<file path="src/rtl/store_write_buffer_pkg.sv">
// Shared types for the store write buffer: FSM state encoding.
// Optional store-to-load forwarding is enabled by defining SWB_FORWARD_EN.
package store_write_buffer_pkg;

    typedef enum logic [1:0] {
        SWB_IDLE     = 2'd0,
        SWB_ST_DRAIN = 2'd1,
        SWB_LD_ISSUE = 2'd2
    } swb_state_t;

endpackage

</file>
<file path="src/rtl/store_write_buffer_if.sv">
// CPU-side and memory_system-side signals of the store write buffer.
// slave = buffer view, master = environment (CPU + memory_system) view.
interface store_write_buffer_if #(
    parameter int AW = 32,
    parameter int DW = 32
);
    logic          mem_read;
    logic          mem_write;
    logic [AW-1:0] add_in;
    logic [DW-1:0] data_in;
    logic          stall;
    logic [DW-1:0] data_out;
    logic          ms_read;
    logic          ms_write;
    logic [AW-1:0] ms_add;
    logic [DW-1:0] ms_data;
    logic          ms_stall;
    logic [DW-1:0] ms_data_out;

    modport slave (
        input  mem_read, mem_write, add_in, data_in, ms_stall, ms_data_out,
        output stall, data_out, ms_read, ms_write, ms_add, ms_data
    );

    modport master (
        output mem_read, mem_write, add_in, data_in, ms_stall, ms_data_out,
        input  stall, data_out, ms_read, ms_write, ms_add, ms_data
    );
endinterface

</file>
<file path="src/rtl/store_write_buffer_fifo.sv">
// swb_fifo: store-entry storage, pointers and count.
// With SWB_FORWARD_EN it also returns the youngest entry matching a word address.
module swb_fifo #(
    parameter  int DEPTH = 4,
    parameter  int EW    = 30,
    parameter  int DW    = 32,
    localparam int PW    = $clog2(DEPTH),
    localparam int CW    = PW + 1
) (
    input  logic          clk,
    input  logic          rst,
    input  logic          i_push,
    input  logic [EW-1:0] i_addr,
    input  logic [DW-1:0] i_data,
    input  logic          i_pop,
    output logic [EW-1:0] o_head_addr,
    output logic [DW-1:0] o_head_data,
    output logic [CW-1:0] o_count,
    output logic          o_full
`ifdef SWB_FORWARD_EN
    ,
    input  logic [EW-1:0] i_lookup_addr,
    output logic          o_hit,
    output logic [DW-1:0] o_hit_data
`endif
);
    logic [EW-1:0] r_addr [DEPTH];
    logic [DW-1:0] r_data [DEPTH];
    logic [PW-1:0] r_head;
    logic [PW-1:0] r_tail;
    logic [CW-1:0] r_count;

    always_ff @(posedge clk or posedge rst) begin
        if (rst) begin
            r_head  <= '0;
            r_tail  <= '0;
            r_count <= '0;
        end else begin
            if (i_push) r_tail <= r_tail + PW'(1);
            if (i_pop)  r_head <= r_head + PW'(1);
            case ({i_push, i_pop})
                2'b10:   r_count <= r_count + CW'(1);
                2'b01:   r_count <= r_count - CW'(1);
                default: r_count <= r_count;
            endcase
        end
    end

    always_ff @(posedge clk) begin
        if (i_push) begin
            r_addr[r_tail] <= i_addr;
            r_data[r_tail] <= i_data;
        end
    end

    assign o_head_addr = r_addr[r_head];
    assign o_head_data = r_data[r_head];
    assign o_count     = r_count;
    assign o_full      = (r_count == CW'(DEPTH));

`ifdef SWB_FORWARD_EN
    // Walk from tail-1 toward the head; the first valid match is the youngest.
    always_comb begin
        logic [PW-1:0] w_idx;
        o_hit      = 1'b0;
        o_hit_data = '0;
        w_idx      = '0;
        for (int unsigned i = 0; i < DEPTH; i++) begin
            w_idx = r_tail - PW'(i + 1);
            if (!o_hit && (CW'(i) < r_count) && (r_addr[w_idx] == i_lookup_addr)) begin
                o_hit      = 1'b1;
                o_hit_data = r_data[w_idx];
            end
        end
    end
`endif
endmodule

</file>
<file path="src/rtl/store_write_buffer.sv">
// Posted-write buffer between the CPU MEM stage and memory_system.
// Define SWB_FORWARD_EN to build store-to-load forwarding.
module store_write_buffer
    import store_write_buffer_pkg::*;
#(
    parameter int DEPTH = 4,
    parameter int AW    = 32,
    parameter int DW    = 32
) (
    input  logic                 clk,
    input  logic                 reset,
    store_write_buffer_if.slave  bus
);
    localparam int PW = $clog2(DEPTH);
    localparam int CW = PW + 1;
    localparam int EW = AW - 2;

    swb_state_t    r_state;
    swb_state_t    w_next;
    logic          r_ms_read;
    logic          r_ms_write;
    logic [AW-1:0] r_ms_add;
    logic [DW-1:0] r_ms_data;
    logic [DW-1:0] r_data_out;

    logic          w_ms_read_d;
    logic          w_ms_write_d;
    logic [AW-1:0] w_ms_add_d;
    logic [DW-1:0] w_ms_data_d;

    logic          w_load;
    logic          w_store;
    logic          w_push;
    logic          w_pop;
    logic          w_full;
    logic          w_ld_go;
    logic          w_ld_done;
    logic          w_fwd_hit;
    logic [DW-1:0] w_fwd_data;
    logic [EW-1:0] w_head_addr;
    logic [DW-1:0] w_head_data;
    logic [CW-1:0] w_count;

    // A simultaneous load and store request is handled as a load.
    assign w_load    = bus.mem_read;
    assign w_store   = bus.mem_write & ~bus.mem_read;
    assign w_push    = w_store & ~w_full;
    assign w_pop     = (r_state == SWB_ST_DRAIN) & ~bus.ms_stall;
    assign w_ld_done = (r_state == SWB_LD_ISSUE) & ~bus.ms_stall;

`ifdef SWB_FORWARD_EN
    logic          w_hit;
    logic [DW-1:0] w_hit_data;

    swb_fifo #(.DEPTH(DEPTH), .EW(EW), .DW(DW)) u_fifo (
        .clk           (clk),
        .rst           (reset),
        .i_push        (w_push),
        .i_addr        (bus.add_in[AW-1:2]),
        .i_data        (bus.data_in),
        .i_pop         (w_pop),
        .o_head_addr   (w_head_addr),
        .o_head_data   (w_head_data),
        .o_count       (w_count),
        .o_full        (w_full),
        .i_lookup_addr (bus.add_in[AW-1:2]),
        .o_hit         (w_hit),
        .o_hit_data    (w_hit_data)
    );

    assign w_fwd_hit  = w_load & w_hit;
    assign w_fwd_data = w_hit_data;
    assign w_ld_go    = w_load & ~w_hit;
`else
    swb_fifo #(.DEPTH(DEPTH), .EW(EW), .DW(DW)) u_fifo (
        .clk         (clk),
        .rst         (reset),
        .i_push      (w_push),
        .i_addr      (bus.add_in[AW-1:2]),
        .i_data      (bus.data_in),
        .i_pop       (w_pop),
        .o_head_addr (w_head_addr),
        .o_head_data (w_head_data),
        .o_count     (w_count),
        .o_full      (w_full)
    );

    assign w_fwd_hit  = 1'b0;
    assign w_fwd_data = '0;
    assign w_ld_go    = w_load & (w_count == '0);
`endif

    always_ff @(posedge clk or posedge reset) begin
        if (reset) begin
            r_state    <= SWB_IDLE;
            r_ms_read  <= 1'b0;
            r_ms_write <= 1'b0;
            r_ms_add   <= '0;
            r_ms_data  <= '0;
            r_data_out <= '0;
        end else begin
            r_state    <= w_next;
            r_ms_read  <= w_ms_read_d;
            r_ms_write <= w_ms_write_d;
            r_ms_add   <= w_ms_add_d;
            r_ms_data  <= w_ms_data_d;
            if (w_ld_done) r_data_out <= bus.ms_data_out;
        end
    end

    // Loads are evaluated only in IDLE, so a pending load waits out the store in flight.
    always_comb begin
        w_next = r_state;
        unique case (r_state)
            SWB_IDLE: begin
                if (w_ld_go)               w_next = SWB_LD_ISSUE;
                else if (w_count != '0)    w_next = SWB_ST_DRAIN;
            end
            SWB_ST_DRAIN: if (!bus.ms_stall) w_next = SWB_IDLE;
            SWB_LD_ISSUE: if (!bus.ms_stall) w_next = SWB_IDLE;
            default:      w_next = SWB_IDLE;
        endcase
    end

    always_comb begin
        w_ms_read_d  = (w_next == SWB_LD_ISSUE);
        w_ms_write_d = (w_next == SWB_ST_DRAIN);
        w_ms_add_d   = r_ms_add;
        w_ms_data_d  = r_ms_data;
        if (r_state == SWB_IDLE && w_next == SWB_ST_DRAIN) begin
            w_ms_add_d  = {w_head_addr, 2'b00};
            w_ms_data_d = w_head_data;
        end else if (r_state == SWB_IDLE && w_next == SWB_LD_ISSUE) begin
            w_ms_add_d  = bus.add_in;
        end
    end

    assign bus.stall    = w_load ? ~(w_fwd_hit | w_ld_done) : (w_store & w_full);
    assign bus.data_out = w_ld_done ? bus.ms_data_out :
                          w_fwd_hit ? w_fwd_data      : r_data_out;
    assign bus.ms_read  = r_ms_read;
    assign bus.ms_write = r_ms_write;
    assign bus.ms_add   = r_ms_add;
    assign bus.ms_data  = r_ms_data;

    a_no_load_and_store: assert property (@(posedge clk) disable iff (reset)
        !(bus.mem_read && bus.mem_write));
endmodule

</file>
<file path="src/flat_wrapper.sv">
// flat-port wrapper written by rule: the top's interface ports become plain ports
module store_write_buffer_flat import store_write_buffer_pkg::*;
#(
    parameter int DEPTH = 4,
    parameter int AW    = 32,
    parameter int DW    = 32
)
  (clk, reset, bus_mem_read, bus_mem_write, bus_add_in, bus_data_in, bus_ms_stall, bus_ms_data_out, bus_stall, bus_data_out, bus_ms_read, bus_ms_write, bus_ms_add, bus_ms_data);
  store_write_buffer_if #(.AW(AW), .DW(DW)) bus_i ();
  input  logic clk;
  input  logic reset;
  input wire logic [$bits(bus_i.mem_read)-1:0] bus_mem_read;
  input wire logic [$bits(bus_i.mem_write)-1:0] bus_mem_write;
  input wire logic [$bits(bus_i.add_in)-1:0] bus_add_in;
  input wire logic [$bits(bus_i.data_in)-1:0] bus_data_in;
  input wire logic [$bits(bus_i.ms_stall)-1:0] bus_ms_stall;
  input wire logic [$bits(bus_i.ms_data_out)-1:0] bus_ms_data_out;
  output wire logic [$bits(bus_i.stall)-1:0] bus_stall;
  output wire logic [$bits(bus_i.data_out)-1:0] bus_data_out;
  output wire logic [$bits(bus_i.ms_read)-1:0] bus_ms_read;
  output wire logic [$bits(bus_i.ms_write)-1:0] bus_ms_write;
  output wire logic [$bits(bus_i.ms_add)-1:0] bus_ms_add;
  output wire logic [$bits(bus_i.ms_data)-1:0] bus_ms_data;
  assign bus_i.mem_read = bus_mem_read;
  assign bus_i.mem_write = bus_mem_write;
  assign bus_i.add_in = bus_add_in;
  assign bus_i.data_in = bus_data_in;
  assign bus_i.ms_stall = bus_ms_stall;
  assign bus_i.ms_data_out = bus_ms_data_out;
  assign bus_stall = bus_i.stall;
  assign bus_data_out = bus_i.data_out;
  assign bus_ms_read = bus_i.ms_read;
  assign bus_ms_write = bus_i.ms_write;
  assign bus_ms_add = bus_i.ms_add;
  assign bus_ms_data = bus_i.ms_data;
  store_write_buffer #(.DEPTH(DEPTH), .AW(AW), .DW(DW)) u_core (.clk(clk), .reset(reset), .bus(bus_i));
endmodule
</file>
<file path="config.mk">
export PLATFORM = sky130hd
export DESIGN_NAME = store_write_buffer_flat
export DESIGN_NICKNAME = d
export VERILOG_FILES = /design/src/rtl/store_write_buffer_pkg.sv /design/src/rtl/store_write_buffer_if.sv /design/src/rtl/store_write_buffer_fifo.sv /design/src/rtl/store_write_buffer.sv /design/src/flat_wrapper.sv
export SDC_FILE = /design/constraint.sdc
export NUM_CORES = 1
export LEC_CHECK = 0
export CORE_MARGIN = 2
export CORE_UTILIZATION = 42
export CTS_CLUSTER_DIAMETER = 120
export CTS_CLUSTER_SIZE = 24
export DETAILED_ROUTE_END_ITERATION = 8
export PLACE_DENSITY = 0.67
export SLEW_MARGIN = 20
export SYNTH_ARGS = -nofsm -noshare
export SYNTH_HDL_FRONTEND = slang
export SYNTH_HIERARCHICAL = 1
export SYNTH_SLANG_ARGS = --single-unit
</file>
<file path="constraint.sdc">
create_clock -name clk -period 2.9 [get_ports clk]
set_input_delay 0.29 -clock clk [delete_from_list [all_inputs] [get_ports clk]]
set_output_delay 0.29 -clock clk [all_outputs]
set_load 0.01 [all_outputs]
</file>
== Word-level counts from Yosys, hierarchy flattened ==
Memory sizes are Yosys's and may differ from the RTL's. A register that Yosys moved wholly into a read port is not among the register bits.
Cells that the tools add are included.
W data, S select, Z words.

* Bits in registers: 75
* Latch bits: 0
* RAM bits: 248
* ROM bits: 0
* Bits of input ports: 101
* Output and inout bits: 99
* Logic and storage cells: 50
* Memories kept: 2

* Add/sub/neg operators: 4
* Multipliers: 0
* Divide/modulo/power cells: 0
* $lt $le $gt $ge: 0
* Equal/unequal tests: 7
* Shift operators: 0
* Muxes and demuxes: 11
* Bitwise operators: 10
* Reduce and logical (&&, ||, !) cells: 8

{| class="wikitable"
|+ Memory list
! name !! words !! width !! rd ports !! clocked after Yosys merged registers in !! write ports !! line !! text
|-
| u_core.u_fifo.r_data || 4 || 32 || 1 || 1 || 1 || store_write_buffer_fifo.sv:28 || <nowiki>logic [DW-1:0] r_data [DEPTH];</nowiki>
|-
| u_core.u_fifo.r_addr || 4 || 30 || 1 || 0 || 1 || store_write_buffer_fifo.sv:27 || <nowiki>logic [EW-1:0] r_addr [DEPTH];</nowiki>
|}

{| class="wikitable"
|+ Operator list
! kind !! count
|-
| $mux W32 || 3
|-
| $and A1 B1 Y1 || 6
|-
| $eq A2 B1 Y1 const B || 3
|-
| $eq A2 B2 Y1 const B || 3
|-
| $mux W2 || 3
|-
| $pmux W3 S2 || 1
|-
| $add A2 B1 Y2 const B || 2
|-
| $not A1 Y1 || 4
|-
| $pmux W2 S2 || 1
|-
| $reduce_bool A2 Y1 || 2
|-
| $add A3 B1 Y3 const B || 1
|-
| $eq A3 B3 Y1 const B || 1
|-
| $logic_not A3 Y1 || 1
|-
| $mux W1 || 3
|-
| $reduce_bool A3 Y1 || 1
|-
| $sub A3 B1 Y3 const B || 1
|-
| $logic_and A1 B1 Y1 || 2
|-
| $logic_not A2 Y1 || 1
|-
| $reduce_or A2 Y1 || 1
|}

== Longest topological paths before layout ==
Gate-level depths: netlist (run 1).

* Depth after elaboration: 8
* Depth in mapped cells: 8
* Mapped depth without buffers: 8

== Hierarchy ==
Netlist (run 1), hierarchy kept.

{| class="wikitable"
|+ Modules (own cells, without submodules)
! module !! times used !! cells an instance !! area an instance (sq um)
|-
| swb_fifo || 1 || 357 || 9410.3
|-
| store_write_buffer || 1 || 353 || 4510.6
|}

== Least setup slack after synthesis (run 1) ==
No wires, ideal clock.

* Path type: reg-to-reg
* Start point: reg u_core.u_fifo.r_count[2] (netlist: u_core/u_fifo/o_count[2])
* End point: mem u_core.u_fifo.r_addr[0][0], enable pin
* Library setup time: 0.426 ns
* Data arrival time: 2.566 ns
* Data required time: 2.474 ns
* Slack: -0.092 ns
* Stages on the path, launching flop included: 4
* Period minus slack after synthesis: 2.992 ns
* Cell sequence: dfrtp_1 nor3b_1 nor3b_1 and2_1

* Cells in the longest elaborated chain, start to end: 5

{| class="wikitable"
|+ Ends and longest elaborated chain
! what !! line !! text
|-
| start: declaration || store_write_buffer_fifo.sv:31 || <nowiki>logic [CW-1:0] r_count;</nowiki>
|-
| start signal: assignment || store_write_buffer_fifo.sv:42 || <nowiki>2'b10: r_count <= r_count + CW'(1);</nowiki>
|-
| start signal: assignment || store_write_buffer_fifo.sv:43 || <nowiki>2'b01: r_count <= r_count - CW'(1);</nowiki>
|-
| start signal: assignment || store_write_buffer_fifo.sv:44 || <nowiki>default: r_count <= r_count;</nowiki>
|-
| $eq A3 B3 Y1 || store_write_buffer_fifo.sv:59 || <nowiki>assign o_full = (r_count == CW'(DEPTH));</nowiki>
|-
| via u_core.w_full || store_write_buffer.sv:35 || <nowiki>logic w_full;</nowiki>
|-
| $not A1 Y1 || store_write_buffer.sv:47 || <nowiki>assign w_push = w_store & ~w_full;</nowiki>
|-
| $and A1 B1 Y1 || store_write_buffer.sv:47 ||
|-
| via u_core.w_push || store_write_buffer.sv:33 || <nowiki>logic w_push;</nowiki>
|-
| $mux W1 || store_write_buffer_fifo.sv:50 || <nowiki>if (i_push) begin</nowiki>
|-
| $mux W1 (implied by the code) || store_write_buffer_fifo.sv:51 || <nowiki>r_addr[r_tail] <= i_addr;</nowiki>
|-
| end: declaration || store_write_buffer_fifo.sv:27 ||
|}

The timed path passes the listed nets, and every way through them passes these cells.

== Worst setup path after layout (run 1) ==
* Start point: reg u_core.r_state[0]
* End point: out bus_data_out[9]

* Cells in the longest elaborated chain, start to end: 3

{| class="wikitable"
|+ Ends and longest elaborated chain
! what !! line !! text
|-
| start: declaration || store_write_buffer.sv:18 || <nowiki>swb_state_t r_state;</nowiki>
|-
| start signal: assignment || store_write_buffer.sv:102 || <nowiki>r_state <= w_next;</nowiki>
|-
| $eq A2 B2 Y1 || store_write_buffer.sv:49 || <nowiki>assign w_ld_done = (r_state == SWB_LD_ISSUE) & ~bus.ms_stall;</nowiki>
|-
| $and A1 B1 Y1 || store_write_buffer.sv:49 ||
|-
| $mux W32 || n/a ||
|-
| end: declaration || flat_wrapper.sv:19 || <nowiki>output wire logic [$bits(bus_i.data_out)-1:0] bus_data_out;</nowiki>
|}

Every way passes these cells.

==> qor.yml, run 1 <==
multi_input_area_um2: 3470
grt_antenna_before_repair: 1
cp-end-kind: "primary output"
synth.top_cell.area_share_pct: 53.5
insertion_delay_ps: 510
synth-async-reset-ratio_pct: 30.1
cellPowerDensity_nw_per_um2: 956
fin_area_um2: 17100
wl_met1_um: 12300
core_area_um2: 32600
synthTopCellsByArea: "edfxtp_1 (53%), dfrtp_1 (19%), mux4_2 (9.4%)"
initial_core_util_pct: 42.7
ant_nets: 0
vias: 7139
path_buf_inv: 3
ir_drop_mv: 0.415
grt_pass1_wl_um: 43600
gp_congestion: 0.710
antenna_cells: 0
hold_buffers: 0
fp.dieW_um: 186
regArea_um2: 10100
first_pass_iters: 4
port_buffers: 199
status: "complete, no violations"
synth.most_common_cell: "edfxtp_1"
period_needed_ps: 2720
fillers: 2606
cts_tree: "yes"
dp_slack_ps: 360
synth_warnings: 6
via_per_inst: 5.24
worstSetupPathType: "reg -> out"
area_growth_pct: 22.6
synth_edf_count: 248
skew_ps: 14.9
post_cts_buffers: 0
wl_met2_um: 14900
hold_viol_final: 0
grt_pass1_vias: 7480
yosysSeqAreaShare_pct: 72.7
slew_viol_final: 0
drtIter0Drc: 446
cp_top_family: "buffers and inverters"
place_inst: 1331
avgSynthCellArea_um2: 19.6
final_layout_size_suffix_gt1_share_pct: 19.4
cts_buffers: 18
routed_wl_um: 28700
fin_setup_tns_ps: 0
yosysTopAreaCell: "edfxtp_1"
synthCells: 710
utilization_pct: 52.3
fin_hold_ws_ps: 106
fin_cells: 1363
path_clk_slew_ps: 100
top_layer: "met5"
rr_worst_depth: 7
clockRootBuffer: "clkbuf_16"
regToRegSetupSlack_ps: 310
path_cells: "inv_1 > ha_1 > nand2b_1 > buf_12 > mux2_2 > clkdlybuf4s50_1"
grt_max_degree: 60
critPathMaxFanout: 33
cts_sinks: 355
grt_remaining_overflow: 0
htree_levels: 1
clockBufferDepth: 3
hold_path_class: "in -> async"
timing.final.ws_setup_ps: 185
p_leak_nw: 5.82
grt.total_usage_pct: 16.7
netlist_top_cells_count: "edfxtp_1 (248), dfrtp_1 (107), mux2_2 (65)"
wl_per_cell_um: 21.1
critPathLaunchType: "flop"
syn-num-nets: 821
synth_ff_type: "edfxtp_1"
synth_seq_cells: 355
max_freq_ghz: 0.368
netlist_area_um2: 13900
rr_startpoint: "u_core/r_state[0]"
finalNetCount: 1020
slowest_stage: "clkdlybuf4s50_1"
dp_hpwl_um: 17800
postCtsResizedCells: 0
worstMarginPinSlew_ps: 740
die_h_um: 186
dr_wl_met3_um: 1180
maxSlewHeadroom_pct: 50.7
die-area_um2: 34600
drcViolationCount: 0
placed_area_um2: 16500
critPathMaxStageDelay_ps: 500
cp.required_ps: 2610
num_rows: 66
drv_cap: 0
finalSetupViolations: 0
p_total_mw: 16.3
cp.arrival_ps: 2430
fin_crit_sh_pct: 93.6
synth_cell_types: 32
reg2reg_to: "u_core/bus.ms_add[4]"
rsz0062_at_grt: "no"
ioPinCount: 200
placed cells by master (no fill, tap or decap), drive strengths merged, types with 3 or more instances in the layout:
cell type / count
o21a: 32
edfxtp: 248
dfrtp: 107
nand2: 4
buf: 25
inv: 8
nor2b: 3
nor2: 8
ha: 9
xor2: 3
and2: 4
nor3b: 34
mux2: 65
o31a: 30
clkbuf: 31
xnor2: 3
clkdlybuf4s50: 199
mux4: 62
or3: 31
layout make-up:
class	instances	area share [%]
clock buffers	31	3.05
clock inverters	1	0.0440
inverters	9	0.220
multi-input cells	301	20.4
flip-flops and latches	355	59.4
well taps	442	3.24
repair buffers	224	13.7
kinds of logic (layout without fill, tap and decap cells):
group / after synthesis / count (layout) / share of synthesized area (%)
xor+xnor: 6 / 6 / 0.378
flops: 355 / 355 / 72.7
buf+inv: 54 / 265 / 2.48
simple gates: 89 / 89 / 4.10
mux: 127 / 127 / 15.4
compound gates: 69 / 69 / 3.96
fa+ha+maj: 10 / 10 / 0.953
state kept, by name (all words and copies together) (netlist names):
register / flops
u_core/bus.ms_read: 1
u_core/u_fifo/r_data: 128
u_core/u_fifo/r_tail: 2
u_core/u_fifo/r_head: 2
u_core/u_fifo/r_addr: 120
u_core/u_fifo/o_count: 3
u_core/r_state: 2
u_core/bus.ms_write: 1
u_core/r_data_out: 32
u_core/bus.ms_data: 32
u_core/bus.ms_add: 32
worst max-delay path by stage:
stage	from	to	slack, ps	cells after the start
6_report	u_core/r_state[0]	bus_data_out[9]	180	6
5_1_grt	u_core/r_state[0]	bus_data_out[14]	70	6
4_1_cts	u_core/r_state[0]	bus_data_out[9]	140	6
3_5_place_dp	bus_mem_read	u_core/bus.ms_add[19]	360	6
3_3_place_gp	bus_ms_stall	u_core/bus.ms_add[15]	390	6
2_1_floorplan	u_core/u_fifo/o_count[2]	u_core/u_fifo/r_addr[1][0]	550	3
per-layer routing:
layer | GRT usage [%] | vias up
li1 | - | 3209
met1 | 22.1 | 3755
met2 | 29.7 | 154
met3 | 2.29 | 19
met4 | 2.87 | 2
met5 | 0 | -
report_power, final:
part | switching, mW | internal [mW]
clock | 1.52 | 1.24
combinational | 2.69 | 3.62
sequential | 0.658 | 6.59
worst reg2reg max path, stage by stage, from the launching register on:
cell and delay, ps:
dfrtp_1 420, inv_1 80, ha_1 310, and3_1 190
or4b_2 640, buf_4 300, o21a_1 250, o31a_1 280
(Power assumes the default switching activity.)
==> run 2, diff against run 1 <==
Settings changed: SETUP_SLACK_MARGIN set to 0.02.
==> results of run 2 <==
Same layout as run 1: the final DEF is identical, and so are final timing and power.
==> run 3, diff against run 2 <==
Settings changed: CORE_MARGIN 2 to not set.
==> run 3 against run 2 <==
Against the previous run: register-to-register slack better by 70 ps; clock power hardly changed; clock skew is 4.9 ps lower; cell count is 0.29% higher; sequential cell count stayed put; setup slack worse by 0.95 ps; critical path type unchanged; critical endpoint is now bus_data_out[0].
==> qor.yml, run 3 (synthesis gave the netlist of run 1 again) <==
drtIter0Drc: 415
port_buffers: 199
hold_buffers: 0
vias: 7126
ir_drop_mv: 0.452
final_common_cell: "edfxtp_1"
cellPowerDensity_nw_per_um2: 954
finalNetCount: 1024
fp.dieW_um: 184
final_layout_size_suffix_gt1_share_pct: 19.8
cp-end-kind: "primary output"
p_leak_nw: 5.85
fin_setup_tns_ps: 0
slowest_stage: "clkdlybuf4s50_1"
utilization_pct: 52.6
power_frac_comb_pct: 39.1
rr_worst_depth: 7
seqPwrFrac_pct: 44.1
wl_per_cell_um: 20.9
max_freq_ghz: 0.368
insertion_delay_ps: 520
cts_buffers: 18
gp_congestion: 0.673
die_h_um: 184
pwr-share-clk_pct: 16.8
path_buf_inv: 3
period_needed_ps: 2720
maxSlewHeadroom_pct: 53.0
routed_wl_um: 28600
die-area_um2: 33900
drcViolationCount: 0
rsz0062_at_grt: "no"
path_clk_slew_ps: 100
p_sw_share_pct: 30.0
postCtsResizedCells: 0
largest_register_ffs: 128
ant_nets: 0
htree_levels: 1
regToRegSetupSlack_ps: 380
drv_cap: 0
cts_tree: "yes"
hold_path_class: "in -> async"
internal_power_mw: 11.4
reg2reg_to: "u_core/bus.ms_add[30]"
grt_pass1_wl_um: 44700
status: "complete, no violations"
cts_sinks: 355
antenna_cells: 0
clockRootBuffer: "clkbuf_16"
critPathCapture: "bus_data_out[0]"
netSwitchingPower_mw: 4.90
finalSetupViolations: 0
skew_ps: 10.0
clockBufferDepth: 3
cp.required_ps: 2610
slew_viol_final: 0
critPathLaunchType: "flop"
fin_crit_sh_pct: 93.7
num_rows: 66
dp_hpwl_um: 18200
worstMarginPinSlew_ps: 705
grt.total_usage_pct: 17.3
critPathMaxStageDelay_ps: 480
worstSetupPathType: "reg -> out"
ioPinCount: 200
grt_max_degree: 65
via_per_inst: 5.21
critPathMaxFanout: 33
grt_antenna_before_repair: 1
hold_viol_final: 0
cp_top_family: "buffers and inverters"
area_growth_pct: 22.9
first_pass_iters: 4
grt_pass1_vias: 7707
fillers: 2659
cp.arrival_ps: 2430
cp.depth: 6
startpoint: "u_core/r_state[0]"
rr_startpoint: "u_core/r_state[1]"
grt_remaining_overflow: 0
initial_core_util_pct: 42.8
most-common-layout-cells: "edfxtp_1 (248), clkdlybuf4s50_1 (199), dfrtp_1 (105)"
core_area_um2: 32500
path_cells: "inv_1 > ha_1 > nand2b_1 > buf_12 > mux2_2 > clkdlybuf4s50_1"
largest_register: "u_core/u_fifo/r_data"
post_cts_buffers: 0
biggestRegsByFlops: "u_core/u_fifo/r_data (128), u_core/u_fifo/r_addr (120)"
-- run 3: how the worst min path moves through the flow --
stage / depth (start not counted) / slack, ps / start / to
finish: 2 / 90 / reset / u_core/u_fifo/o_count[0]
floorplan: 1 / 90 / reset / u_core/u_fifo/o_count[0]
CTS: 2 / 70 / reset / u_core/u_fifo/o_count[2]
detailed placement: 1 / 480 / u_core/r_data_out[11] / u_core/r_data_out[11]
global placement: 1 / 470 / u_core/u_fifo/o_count[2] / u_core/u_fifo/o_count[2]
global route: 2 / 90 / reset / u_core/u_fifo/o_count[2]
-- run 3: power by group through the flow --
stage / registers, mW / logic (mW) / clock network, mW
finish: 7.20 / 6.39 / 2.74
global route: 7.34 / 6.89 / 3.01
CTS: 7.23 / 6.51 / 2.85
detailed placement: 7.34 / 6.48 / 0
global placement: 7.30 / 6.38 / 0
floorplan: 7.25 / 3.86 / 0
-- run 3: area by class of cell --
| class | instances | area (um^2) | share of cell area, % |
|---|---|---|---|
| Sequential cell | 355 | 10100 | 59.2 |
| Clock inverter | 2 | 22.5 | 0.132 |
| Inverter | 9 | 37.5 | 0.219 |
| Tap cell | 442 | 553 | 3.23 |
| Clock buffer | 30 | 495 | 2.90 |
| Multi-Input combinational cell | 301 | 3470 | 20.3 |
| Timing Repair Buffer | 228 | 2400 | 14.0 |
-- run 3: per-stage QoR --
stage | cell area, um^2 | setup WS, ps | total power, mW | cells | hold slack, ps
floorplan | 13900 | 553 | 11.1 | 710 | 93.4
global placement | 16600 | 441 | 13.7 | 1335 | 472
detailed placement | 16600 | 412 | 13.8 | 1335 | 484
CTS | 17100 | 135 | 16.6 | 1367 | 68.3
global route | 17100 | 52.4 | 17.2 | 1367 | 90.7
finish | 17100 | 184 | 16.3 | 1367 | 91.7
-- run 3: per-layer routing --
metal	vias to the layer above	part of all wire [%]	global-route usage [%]	routed length, um
met4	2	1.4	3.77	396
met2	208	50	30.3	14400
li1	3203	-	-	-
met1	3687	42	22.2	11900
met3	26	6.5	3.45	1850
met5	-	0.042	0	12
==> edit 1: new RTL, settings of run 2 <==
`DW` is set to 32 in 4 places; all go to 48.
--- a/src/rtl/store_write_buffer_if.sv
+++ b/src/rtl/store_write_buffer_if.sv
@@ -4,3 +4,3 @@
     parameter int AW = 32,
-    parameter int DW = 32
+    parameter int DW = 48
 );
--- a/src/rtl/store_write_buffer_fifo.sv
+++ b/src/rtl/store_write_buffer_fifo.sv
@@ -5,3 +5,3 @@
     parameter  int EW    = 30,
-    parameter  int DW    = 32,
+    parameter  int DW    = 48,
     localparam int PW    = $clog2(DEPTH),
--- a/src/rtl/store_write_buffer.sv
+++ b/src/rtl/store_write_buffer.sv
@@ -7,3 +7,3 @@
     parameter int AW    = 32,
-    parameter int DW    = 32
+    parameter int DW    = 48
 ) (
--- a/src/flat_wrapper.sv
+++ b/src/flat_wrapper.sv
@@ -5,3 +5,3 @@
     parameter int AW    = 32,
-    parameter int DW    = 32
+    parameter int DW    = 48
 )
Ports: changed (resized bus_data_in, bus_data_out, bus_ms_data and bus_ms_data_out); port bits go from 200 to 264. The function was not compared with the original's and may differ.
==> edit 1 against run 2 <==
- power grew 27%
- wire length rose by 29%
- maximum frequency down 0.93%
- clock skew grew 4.6 ps
- sequential power grew 25%
- cell area rose by 27%
- global-route usage rose by 0.26 points
- cell count is 24% higher
- sequential cell count increased by 96
- count of clock-buffer cells in the layout grew 7
- setup slack worse by 25 ps
- area after synthesis grew 25%
- critical path depth did not move
- critical path type unchanged
==> edit 1: results (changes against run 2) <==
.. list-table::
   :header-rows: 1

   * - Metric
     - Value
   * - Fin cells
     - 1695 (+24%)
   * - Via count of the first global-routing pass
     - 9519 (+27%)
   * - Dpl cells
     - 1649 (+24%)
   * - Wire length on met2
     - 19400 um (+30%)
   * - Met1 Wirelength
     - 15600 um (+27%)
   * - Worst reg-to-reg setup slack
     - 460 ps (+150 ps)
   * - Distinct cell type count of the synthesized netlist
     - 40 (+25%)
   * - Worst clock skew on the final layout
     - 19.5 ps (+4.60 ps)
   * - Vias
     - 8942 (+25%)
   * - Largest registers
     - u_core/u_fifo/r_data x192, u_core/u_fifo/r_addr x120
   * - Synth cell count leaders
     - edfxtp_1 (312), dfrtp_1 (139), mux2_2 (86)
   * - Place WS
     - 314 ps (-46.1 ps)
   * - GR met1 Demand/Resource
     - 22.5% (+0.39 points)
   * - Clock latency reported for the late side of the worst-skew pair
     - 540 ps (+30 ps)
   * - Cell types with the largest area share after synthesis
     - edfxtp_1 (54%), dfrtp_1 (20%), mux4_2 (10%)
   * - Hold slack final
     - 60.2 ps (-45.4 ps)
   * - Share of synthesized area occupied by flip-flops and latches
     - 73.7% (+0.93 points)
   * - Met2 layer usage reported by global route
     - 29.8% (+0.079 points)
   * - Switching part of the total
     - 30.0% (+0.20 points)
   * - Share of cells above drive strength 1
     - 20.6% (+1.2 points)
   * - Met3 usage
     - 2.63% (+0.34 points)
   * - Adder-Cell Fraction of Synth Area
     - 0.760% (-0.19 points)
   * - Number of buffers added on ports
     - 263 (+32%)
   * - Post-synthesis net count
     - 1016 (+24%)
   * - FFs w/ async S/R, synth
     - 30.8% (+0.68 points)
   * - Post-synthesis cell count
     - 873 (+23%)
   * - R2r endpoint
     - u_core/bus.ms_data[36]
   * - Number of antenna violations at the first check in global routing
     - 2 (+1)
   * - Slew HR
     - 64.0% (+13 points)
   * - Worst endpoint data arrival time
     - 2450 ps (+20 ps)
   * - Post-DP HPWL
     - 22900 um (+29%)
   * - Run status
     - complete, no violations
   * - Overall global routing resource usage
     - 16.9% (+0.26 points)
   * - Cts bufs inserted
     - 22 (+4)
   * - Post-place instance area
     - 0.0209 mm2 (+26%)
-- edit 1: changes by cell type in the layout (fill, tap and decap cells not counted), sizes merged, moves of 12 or more --
cell / run 2 / this run
clkdlybuf4s50: 199 / 263
edfxtp: 248 / 312
dfrtp: 107 / 139
mux2: 65 / 97
mux4: 62 / 78
a21oi: 0 / 13
o21a: 32 / 19
o21ai: 2 / 14
or3: 31 / 19
-- edit 1: worst max path at each step --
| stage | startpoint | to | slack [ps] | depth (start not counted) |
|---|---|---|---|---|
| 3_3_place_gp | bus_mem_read | u_core/bus.ms_data[42] | 360 | 6 |
| 5_1_grt | u_core/r_state[0] | bus_data_out[39] | 40 | 6 |
| 3_5_place_dp | bus_mem_read | u_core/bus.ms_data[24] | 310 | 6 |
| 6_report | u_core/r_state[0] | bus_data_out[31] | 160 | 6 |
| 4_1_cts | u_core/r_state[0] | bus_data_out[21] | 20 | 6 |
| 2_1_floorplan | u_core/u_fifo/o_count[2] | u_core/u_fifo/r_addr[1][0] | 340 | 3 |
-- edit 1: cell type report --
type / count / area (um2)
Sequential cell: 451 / 12900
Fill cell: 3346 / 19300
Multi-Input combinational cell: 360 / 4210
Inverter: 10 / 41.3
Timing Repair Buffer: 301 / 3190
Tap cell: 532 / 666
Clock inverter: 1 / 7.51
Antenna cell: 2 / 5.00
Clock buffer: 38 / 632
-- edit 1: critical path, delay by kind of cell (launching register included) --
family / cells / cell delay (ps)
buf+inv: 3 / 770
flops: 1 / 420
mux: 1 / 350
fa+ha+maj: 1 / 230
simple gates: 1 / 140
-- edit 1: power groups by stage --
stage	clock, mW	combinational (mW)	sequential [mW]
after floorplan	0	4.95	9.21
after global placement	0	8.18	9.14
after detailed placement	0	8.34	9.19
after CTS	3.57	8.35	9.06
after global routing	3.78	8.86	9.19
final	3.42	8.22	9.03
==> edit 2: new RTL, settings of run 2 <==
Without the edit above. The 3 states of `swb_state_t` get a one-hot encoding in 3 bits.
--- a/src/rtl/store_write_buffer_pkg.sv
+++ b/src/rtl/store_write_buffer_pkg.sv
@@ -4,6 +4,6 @@
 
-    typedef enum logic [1:0] {
-        SWB_IDLE     = 2'd0,
-        SWB_ST_DRAIN = 2'd1,
-        SWB_LD_ISSUE = 2'd2
+    typedef enum logic [2:0] {
+        SWB_IDLE     = 3'b001,
+        SWB_ST_DRAIN = 3'b010,
+        SWB_LD_ISSUE = 3'b100
     } swb_state_t;
Check against the original RTL: no difference found for any inputs over 4 cycles, from zero or initial values and one cycle with reset high; so few cycles prove little.
==> edit 2 against run 2 <==
- area after synthesis is 2.5% lower
- highest routed layer unchanged
- critical path type unchanged
- die area fell by 2.4%
- critical path depth unchanged
- sequential cell count is 1 higher
- synthesized cell count is 12% lower
- critical endpoint is now bus_data_out[2]
- wire length is 3.7% lower
- power down 0.68%
- setup slack got worse by 63 ps
- cell area fell by 2.2%
==> edit 2: results (changes against run 2) <==
.. list-table::
   :header-rows: 1

   * - Metric
     - Value
   * - Run status
     - complete, no violations
   * - Hold slack final
     - 71.1 ps (-34.4 ps)
   * - Post-DP HPWL
     - 16600 um (-6.5%)
   * - Post-detailed-route via-to-cell ratio
     - 5.32 (+1.5%)
   * - Startpoint of the worst-slack reg-to-reg timing path
     - u_core/u_fifo/o_count[2]
   * - Number of antenna violations at the first check in global routing
     - 2 (+1)
   * - Distinct cell type count of the synthesized netlist
     - 38 (+19%)
   * - Cell internal pwr
     - 11.5 mW (about the same)
   * - Post-synthesis net count
     - 735 (-10%)
   * - Via count of the first global-routing pass
     - 7009 (-6.3%)
   * - Number of cells upsized or downsized after cts
     - 1 (+1)
   * - Overall global routing resource usage
     - 16.3% (-0.40 points)
   * - Number of remaining DRC errors
     - 0 (unchanged)
   * - Vias
     - 6679 (-6.4%)
   * - Clock latency reported for the late side of the worst-skew pair
     - 530 ps (+20 ps)
   * - Post-synthesis cell count
     - 628 (-12%)
   * - Dpl cells
     - 1220 (-8.3%)
   * - Routability congestion estimate
     - 0.692 (-2.6%)
   * - Synth cell count leaders
     - edfxtp_1 (248), dfrtp_1 (107), mux4_2 (58)
   * - Worst clock skew on the final layout
     - 30.5 ps (+15.5 ps)
   * - Count of H-tree levels built during CTS
     - 1 (unchanged)
   * - Place WS
     - 314 ps (-46.3 ps)
   * - FFs w/ async S/R, synth
     - 30.3% (+0.20 points)
   * - Number of buffers added on ports
     - 199 (unchanged)
   * - Buffers inserted during post-CTS setup optimization
     - 0 (unchanged)
   * - Worst-path maximum fanout
     - 16 (-52%)
   * - Global-route wire length before repair
     - 42000 um (-3.5%)
   * - Worst endpoint data arrival time
     - 2490 ps (+60 ps)
   * - Cell types with the largest area share after synthesis
     - edfxtp_1 (55%), dfrtp_1 (20%), mux4_2 (9.6%)
   * - Leakage power total
     - 5.82 nW (about the same)
   * - Worst path top cell family by delay
     - buffers and inverters
   * - Initial DRC count
     - 330 (-26%)
   * - Worst reg-to-reg setup slack
     - 740 ps (+430 ps)
   * - Crit path largest cell delay
     - 490 ps
   * - Share of synthesized area occupied by flip-flops and latches
     - 74.8% (+2.1 points)
   * - Slew HR
     - 56.5% (+5.9 points)
   * - Switching part of the total
     - 29.3% (-0.53 points)
   * - R2r endpoint
     - u_core/u_fifo/r_data[2][7]
   * - CP max-delay cell
     - clkdlybuf4s50_1
   * - IR drop worst, VDD
     - 0.599 mV (+45%)
   * - Wire per inst
     - 22.0 um (+4.5%)
   * - Maximum number of pins on one net before global-route repair
     - 62 (+3.3%)
   * - Post-place instance area
     - 0.0161 mm2 (-2.6%)
   * - Share of cells above drive strength 1
     - 21.9% (+2.5 points)
   * - Worst-case reg-to-reg path depth
     - 5 (-2)
   * - Final-stage net count
     - 948 (-7.1%)
-- edit 2: cell types whose count changed in the layout (fill, tap and decap cells not counted), moves of 4 or more --
cell	run 2	this run
nor3b_1	34	2
a2bb2oi_1	0	30
o21a_1	31	1
o31a_1	30	0
or3_1	31	1
mux2_2	65	36
o22ai_1	1	30
mux2_4	0	28
nor2_1	7	1
ha_1	9	5
inv_1	8	4
-- edit 2: area by class of cell --
type                            count  area (um2)
Antenna cell                        1        2.50
Clock buffer                       31         520
Clock inverter                      1        16.3
Fill cell                        2504       15000
Inverter                            6        26.3
Multi-Input combinational cell    232        3090
Sequential cell                   356       10200
Tap cell                          402         503
Timing Repair Buffer              227        2370
-- edit 2: metal layers --
| layer | track usage [%] | part of all wire (%) | wire, um | vias up |
|---|---|---|---|---|
| met3 | 3.47 | 5.6 | 1540 | 22 |
| li1 | - | - | - | 2963 |
| met1 | 22.7 | 45 | 12400 | 3516 |
| met2 | 26.9 | 48 | 13300 | 176 |
| met5 | 0 | 0.047 | 13 | - |
| met4 | 2.69 | 1.4 | 391 | 2 |
-- edit 2: how the worst max path moves through the flow --
stage                     slack [ps]                    endpoint  cells after the start                     start
after global placement           330             bus_data_out[4]                      5              bus_ms_stall
after global routing               9             bus_data_out[4]                      6         u_core/r_state[2]
final                            120             bus_data_out[2]                      6         u_core/r_state[2]
after CTS                         50             bus_data_out[5]                      5         u_core/r_state[2]
after floorplan                  510  u_core/u_fifo/r_addr[1][0]                      3  u_core/u_fifo/o_count[2]
after detailed placement         310             bus_data_out[5]                      5              bus_ms_stall
-- edit 2: cell families after synthesis --
logic type      Yosys count  synth area share, %
simple gates             21                 1.14
xor+xnor                  7                0.452
fa+ha+maj                 6                0.608
mux                     128                 16.6
flops                   356                 74.8
compound gates           70                 3.83
buf+inv                  40                 2.54
